$ cat src/rtl/fu_issue_reg.sv
// fu_issue_reg: issue-to-FU allocation with per-lane output registers.
// Routes up to ISSUE_WIDTH RS slots per cycle onto free ALU/multiplier lanes
// (at most one conditional branch in flight), reads operands from the PRF in the
// same cycle, and holds each lane packet until its FU accepts it. Branch squash
// and mask clearing apply to incoming slots and to held packets alike.
//
// Packet layouts (LSB first):
//   rs_entry  : opcode[OP_W] | src1[PREG_W] | src2[PREG_W] | dest[PREG_W] |
//               is_mult | is_cond_br | branch_mask[BR_W]
//   prf_idx   : src1 preg | src2 preg
//   prf_value : src1 value[XLEN] | src2 value[XLEN]
//   fu_in     : valid | rs_entry[RS_W] | rs1_idx | rs2_idx | rs1_value | rs2_value
module fu_issue_reg #(
  parameter int ISSUE_WIDTH = 3,
  parameter int NUM_ALU     = 3,
  parameter int NUM_MULT    = 1,
  parameter int BR_W        = 4,
  parameter int PREG_W      = 6,
  parameter int OP_W        = 8,
  parameter int XLEN        = 32,
  localparam int NUM_LANES  = NUM_ALU + NUM_MULT,
  localparam int RS_W       = OP_W + 3 * PREG_W + 2 + BR_W,
  localparam int PRF_IN_W   = 2 * PREG_W,
  localparam int PRF_OUT_W  = 2 * XLEN,
  localparam int FU_W       = 1 + RS_W + PRF_IN_W + PRF_OUT_W,
  localparam int BRL_W      = (NUM_ALU > 1) ? $clog2(NUM_ALU) : 1
) (
  input  logic                                 clock,
  input  logic                                 reset,
  input  logic [ISSUE_WIDTH-1:0]               rs_valid,
  input  logic [ISSUE_WIDTH-1:0][RS_W-1:0]     rs_entry,
  output logic [ISSUE_WIDTH-1:0]               slot_accept,
  output logic [ISSUE_WIDTH-1:0][PRF_IN_W-1:0] prf_idx,
  input  logic [ISSUE_WIDTH-1:0][PRF_OUT_W-1:0] prf_value,
  input  logic                                 branch_recovery,
  input  logic                                 branch_correct,
  input  logic [BR_W-1:0]                      branch_stack,
  input  logic [NUM_LANES-1:0]                 lane_ready,
  output logic [NUM_LANES-1:0][FU_W-1:0]       fu_in,
  output logic                                 br_valid,
  output logic [BRL_W-1:0]                     br_lane,
  output logic [31:0]                          issued_cnt,
  output logic [31:0]                          stall_cnt
);

  localparam int SLOT_W   = (ISSUE_WIDTH > 1) ? $clog2(ISSUE_WIDTH) : 1;
  localparam int OFF_S1   = OP_W;
  localparam int OFF_S2   = OFF_S1 + PREG_W;
  localparam int OFF_DST  = OFF_S2 + PREG_W;
  localparam int OFF_MULT = OFF_DST + PREG_W;
  localparam int OFF_BR   = OFF_MULT + 1;
  localparam int OFF_MASK = OFF_BR + 1;

  logic [NUM_LANES-1:0][FU_W-1:0] lane_q, lane_d;
  logic                           br_valid_q, br_valid_d;
  logic [BRL_W-1:0]               br_lane_q, br_lane_d;
  logic [31:0]                    issued_q, issued_d;
  logic [31:0]                    stall_q, stall_d;

  logic [NUM_LANES-1:0]               lane_free;
  logic [NUM_LANES-1:0]               held_kill;
  logic [ISSUE_WIDTH-1:0]             slot_live;
  logic [ISSUE_WIDTH-1:0]             slot_squash;
  logic [ISSUE_WIDTH-1:0]             routed;
  logic [NUM_LANES-1:0]               lane_busy;
  logic [NUM_LANES-1:0]               lane_cap;
  logic [NUM_LANES-1:0][SLOT_W-1:0]   lane_src;
  logic                               br_block;
  logic                               br_taken;
  logic [BRL_W-1:0]                   br_new_lane;
  logic [RS_W-1:0]                    cap_ent;
  logic                               mask_clear;

  function automatic logic [BR_W-1:0] pkt_mask(input logic [FU_W-1:0] p);
    return p[1 + OFF_MASK +: BR_W];
  endfunction

  function automatic logic [31:0] popcnt(input logic [ISSUE_WIDTH-1:0] v);
    logic [31:0] c;
    c = '0;
    for (int i = 0; i < ISSUE_WIDTH; i++) c = c + {31'd0, v[i]};
    return c;
  endfunction

  // Recovery takes precedence: mask bits are only cleared on a clean correct.
  assign mask_clear = branch_correct & ~branch_recovery;

  // Lane status: free lanes can take a new packet; held overlapping packets die.
  always_comb begin
    lane_free = '0;
    held_kill = '0;
    for (int l = 0; l < NUM_LANES; l++) begin
      lane_free[l] = ~lane_q[l][0] | lane_ready[l];
      held_kill[l] = lane_q[l][0] & ~lane_ready[l] & branch_recovery &
                     (|(pkt_mask(lane_q[l]) & branch_stack));
    end
  end

  // Slot classification and PRF read addresses; slots are ignored while in reset.
  always_comb begin
    slot_squash = '0;
    slot_live   = '0;
    prf_idx     = '0;
    for (int i = 0; i < ISSUE_WIDTH; i++) begin
      slot_squash[i] = rs_valid[i] & reset & branch_recovery &
                       (|(rs_entry[i][OFF_MASK +: BR_W] & branch_stack));
      slot_live[i]   = rs_valid[i] & reset & ~slot_squash[i];
      prf_idx[i]     = {rs_entry[i][OFF_S2 +: PREG_W], rs_entry[i][OFF_S1 +: PREG_W]};
    end
  end

  // In-order slot routing to the lowest free lane of the right class.
  always_comb begin
    lane_busy   = ~lane_free;
    lane_cap    = '0;
    lane_src    = '0;
    routed      = '0;
    br_taken    = 1'b0;
    br_new_lane = '0;
    // A held branch that is neither leaving nor squashed blocks new branches.
    br_block    = br_valid_q & ~lane_free[br_lane_q] & ~held_kill[br_lane_q];
    for (int i = 0; i < ISSUE_WIDTH; i++) begin
      if (slot_live[i]) begin
        if (rs_entry[i][OFF_MULT]) begin
          for (int l = NUM_ALU; l < NUM_LANES; l++) begin
            if (!routed[i] && !lane_busy[l]) begin
              lane_busy[l] = 1'b1;
              lane_cap[l]  = 1'b1;
              lane_src[l]  = SLOT_W'(i);
              routed[i]    = 1'b1;
            end
          end
        end else if (!(rs_entry[i][OFF_BR] && (br_taken || br_block))) begin
          for (int l = 0; l < NUM_ALU; l++) begin
            if (!routed[i] && !lane_busy[l]) begin
              lane_busy[l] = 1'b1;
              lane_cap[l]  = 1'b1;
              lane_src[l]  = SLOT_W'(i);
              routed[i]    = 1'b1;
              if (rs_entry[i][OFF_BR]) begin
                br_taken    = 1'b1;
                br_new_lane = BRL_W'(l);
              end
            end
          end
        end
      end
    end
  end

  assign slot_accept = routed | slot_squash;

  // Next lane contents: capture, else drain when free or squashed, else hold.
  always_comb begin
    lane_d  = lane_q;
    cap_ent = '0;
    for (int l = 0; l < NUM_LANES; l++) begin
      if (lane_cap[l]) begin
        cap_ent = rs_entry[lane_src[l]];
        if (mask_clear) cap_ent[OFF_MASK +: BR_W] = cap_ent[OFF_MASK +: BR_W] & ~branch_stack;
        lane_d[l] = {prf_value[lane_src[l]], prf_idx[lane_src[l]], cap_ent, 1'b1};
      end else if (lane_free[l] || held_kill[l]) begin
        lane_d[l][0] = 1'b0;
      end else if (mask_clear) begin
        lane_d[l][1 + OFF_MASK +: BR_W] = pkt_mask(lane_q[l]) & ~branch_stack;
      end
    end
  end

  // Branch tracking and activity counters.
  always_comb begin
    br_valid_d = br_valid_q;
    br_lane_d  = br_lane_q;
    if (br_taken) begin
      br_valid_d = 1'b1;
      br_lane_d  = br_new_lane;
    end else if (br_valid_q && (lane_free[br_lane_q] || held_kill[br_lane_q])) begin
      br_valid_d = 1'b0;
    end
    issued_d = issued_q + popcnt(routed);
    stall_d  = stall_q + {31'd0, |(slot_live & ~routed)};
  end

  // State registers with asynchronous active-low clear.
  always_ff @(posedge clock or negedge reset) begin
    if (!reset) begin
      lane_q     <= '0;
      br_valid_q <= 1'b0;
      br_lane_q  <= '0;
      issued_q   <= '0;
      stall_q    <= '0;
    end else begin
      lane_q     <= lane_d;
      br_valid_q <= br_valid_d;
      br_lane_q  <= br_lane_d;
      issued_q   <= issued_d;
      stall_q    <= stall_d;
    end
  end

  assign fu_in      = lane_q;
  assign br_valid   = br_valid_q;
  assign br_lane    = br_lane_q;
  assign issued_cnt = issued_q;
  assign stall_cnt  = stall_q;

endmodule

$ cat config.mk
export PLATFORM = sky130hd
export DESIGN_NAME = fu_issue_reg
export DESIGN_NICKNAME = d
export VERILOG_FILES = /design/src/rtl/fu_issue_reg.sv
export SDC_FILE = /design/constraint.sdc
export NUM_CORES = 1
export LEC_CHECK = 0
export BUFFER_PORTS_ARGS = -buffer_cell sky130_fd_sc_hd__buf_2
export CAP_MARGIN = 10
export CORE_AREA = 2 2 333 335
export DETAILED_ROUTE_END_ITERATION = 8
export DIE_AREA = 0 0 335 337
export HOLD_SLACK_MARGIN = 0.03
export PLACE_DENSITY = 0.52
export SKIP_CTS_REPAIR_TIMING = 1
export SLEW_MARGIN = 20
export SYNTH_ARGS = -nofsm -noshare
export SYNTH_HDL_FRONTEND = slang
export SYNTH_SLANG_ARGS = --single-unit
$ cat constraint.sdc
create_clock -name clock -period 4.95 [get_ports clock]
set_clock_uncertainty 0.15 [all_clocks]
set_input_delay 0.495 -clock clock [delete_from_list [all_inputs] [get_ports clock]]
set_output_delay 0.495 -clock clock [all_outputs]
set_load 0.03 [all_outputs]
==> results by group <==
Synthesis
  – Number of synthesized flops with an enable pin: 0
  – Post-synth top area cell: dfrtp_1
  – Synth top area share: 0.453
  – Seq/Total Area, Yosys: 0.453
  – Area of the mapped netlist: 0.0251 sq mm
  – Most common library cells after synthesis: dfrtp_1, nor2_1, mux2i_1
  – Asr flop ratio synth: 1.00
  – Avg Synthesized Cell Area: 10.1 sq um
  – Post-synthesis register bit count: 455
  – Most numerous cell in the Yosys netlist: dfrtp_1
  – Post-Synthesis Net Count: 2804
  – Area contributors post-synth: dfrtp_1, mux2i_1, a211oi_1, a21o_1, nor2_1
  – Synth Warn #: 0
  – Primary FF master, synth: dfrtp_1
  – Synth cell types: 74
  – Mapped Cells: 2495

Global route
  – Vias in the first global route: 23239
  – Initial antenna violation count: 19
  – Total GRT Usage: 0.207
  – Largest net degree at the start of global routing: 142
  – First-pass GRT wire length: 172000 um
  – Total global routing overflow: 0

Clocking
  – H-tree depth: 2
  – Sink Count: 455
  – CTS tree: done
  – Clk pin slew, worst setup/hold paths: 60 ps
  – Worst skew pair latency: 640 ps
  – CTS Buffer Depth: 3
  – CTS root buffer: clkbuf_16
  – CTS Buf Count: 58

Floorplanning
  – I/O pins: 845
  – Core ar.: 0.110 sq mm
  – Die height: 337 um
  – Chip Width: 335 um
  – Core Rows: 122
  – Initial Util: 0.229
  – Die ar.: 0.113 sq mm

Timing
  – Finish-stage setup viols: 0
  – Slew @ Worst Pin: 1040 ps
  – Max-Slew Margin vs Limit: 0.308
  – Post-route setup slack: 250 ps
  – Slew Limit Fails: 0
  – F_max: 0.213 GHz
  – Fin crit period: 4700 ps
  – Fin. Hold Viols: 0
  – Period utilisation layout: 0.949

Place
  – Setup Slack @ Placement: -296 ps
  – IO Port Bufs: 844
  – Post-DP Area: 0.0312 sq mm
  – GPL Wtd Cong: 0.913
  – Post-DP HPWL: 88200 um

Routing
  – Post-Route WL: 124000 um
  – Vias/cell: 5.08
  – First-pass DRT Iterations: 6
  – DR iter-0 viols: 1772
  – Wire length per cell: 25.3 um
  – Vias post-DR: 24930
  – Post-DRT Antenna Nets: 0
  – Number of remaining DRC errors: 0

Cells and area
  – Share of layout cells above drive strength 1: 0.355
  – Register area: 0.0114 sq mm
  – Area of the multi-input gates: 0.0122 sq mm
  – Final Cell Area: 0.0349 sq mm
  – Layout net count: 3729
  – Fill count: 11463
  – Area Overhead vs Synth: 38.8%

Setup path
  – CP Cell Sequence: and2b_1 -> mux4_2 -> and3_1 -> a21boi_4 -> o31ai_2 -> nor2b_1 -> a41oi_2 -> nand2b_2 -> fa_1 -> inv_1 -> ha_1 -> fa_2 -> nand3_1 -> nor3_2 -> and4_1 -> buf_4 -> and3_1 -> xor2_1
  – Worst-path fanout max: 5
  – Worst Setup SP: fu_in[0]
  – Crit-path slowest cell: fa_1
  – Arrival time worst endpoint: 5080 ps
  – CP top delay family: simple AND/OR/NAND/NOR gates
  – Worst flop-to-flop path startpoint: fu_in[0]
  – CP Class: reg -> reg
  – WP buf/inv: 2
  – Worst setup EP type: flop
  – Worst path required time: 5330 ps
  – Most frequent CP cell: and3_1
  – CP max stage delay: 520 ps
  – Worst setup SP type: flop

Worst hold path
  – Min-delay src: prf_value[133]
  – Worst min-delay path class: in -> reg

Power
  – Total Power: 0.0179 W
  – Power Dens Cells: 512 mW/mm^2
  – Pleak: 17.5 nW
  – Maximum vdd drop: 0.382 mV

Outcome
  – Status: finished clean

Flow run
  – Max Cap Viol: 0
-- path summary, 6_finish.rpt --
check,end,cells past startpoint,slack [ps]
setup / recovery,issued_cnt[22],18,250
hold / removal,fu_in[268],3,10
setup reg to reg,issued_cnt[22],18,250
hold reg to reg,fu_in[354],1,310
max in group asynchronous,fu_in[354],5,2530
min in group asynchronous,fu_in[262],3,460
-- cell families after synthesis --
family | after synthesis | share of synthesized area
compound gates | 789 | 0.247
simple gates | 667 | 0.131
flops | 455 | 0.453
buf+inv | 325 | 0.0665
mux | 191 | 0.0766
xor+xnor | 61 | 0.0213
fa+ha+maj | 7 | 0.00399
-- routing by layer --
layer,GRT usage,part of all wire,vias up
li1,-,-,11131
met2,0.327,0.46,1079
met4,0.0640,0.029,12
met1,0.277,0.43,12514
met5,0,0.00062,-
met3,0.0512,0.079,194
-- sequential cells by signal, summed over array words and instances, names as in the netlist --
signal      cells
fu_in         388
stall_cnt      32
br_lane         2
br_valid        1
issued_cnt     32
-- area by class of cell --
cell class	count	share of cell area
diodes	12	0.000861
clock buffers	88	0.0506
clock inverters	20	0.00592
inverters	30	0.00323
multi-input cells	1715	0.351
flip-flops and latches	455	0.327
well taps	1426	0.0512
repair buffers	1160	0.211
-- power by group --
group / leakage [nW] / internal (W) / switching [W]
clock network: 0.978 / 0.00261 / 0.00184
registers: 5.62 / 0.00494 / 0.000875
logic: 10.9 / 0.00253 / 0.00508
total: 17.5 / 0.0101 / 0.00779
-- layout by cell type (no fill, tap or decap), types with 7 or more instances in the layout --
cell type and instances:
a31oi_1 7, buf_2 843, dlygate4sd3_1 161, a21o_1 181, o21ai_0 20, a32o_1 7, o211ai_1 24, clkbuf_16 59
and3b_1 71, and4_1 9, a211oi_1 186, mux2i_1 190, o221a_2 90, a22oi_1 7, a22o_1 7, a21oi_1 27
o22a_1 92, nor3_1 67, buf_4 126, diode_2 12, xor2_1 14, o22ai_1 72, buf_12 28, nor3_2 11
and3_1 14, nand4_1 12, o21ai_1 24, clkbuf_1 11, nor2_1 289, nand2_1 100, dfrtp_1 453, inv_1 30
nand2b_1 9, xnor2_1 47, clkinv_2 11, nand3_1 54, clkbuf_8 18
-- worst reg2reg max path: cells and delay by family (launching register included) --
kind,cells,cell delay [ps]
xor+xnor,1,140
compound gates,3,630
simple gates,8,1480
flops,1,380
mux,1,480
fa+ha+maj,3,1150
buf+inv,2,200
-- stage by stage --
step	instances	utilization	TNS, ps	hold WS, ps
after floorplan	2495	-	0	49.4
after global placement	4625	0.285	-1750	297
after detailed placement	4625	0.285	-2010	297
after CTS	4733	0.303	0	-310
after global routing	4901	0.318	-3.57	28.6
final	4906	0.318	0	13.0
(Power assumes the default switching activity.)
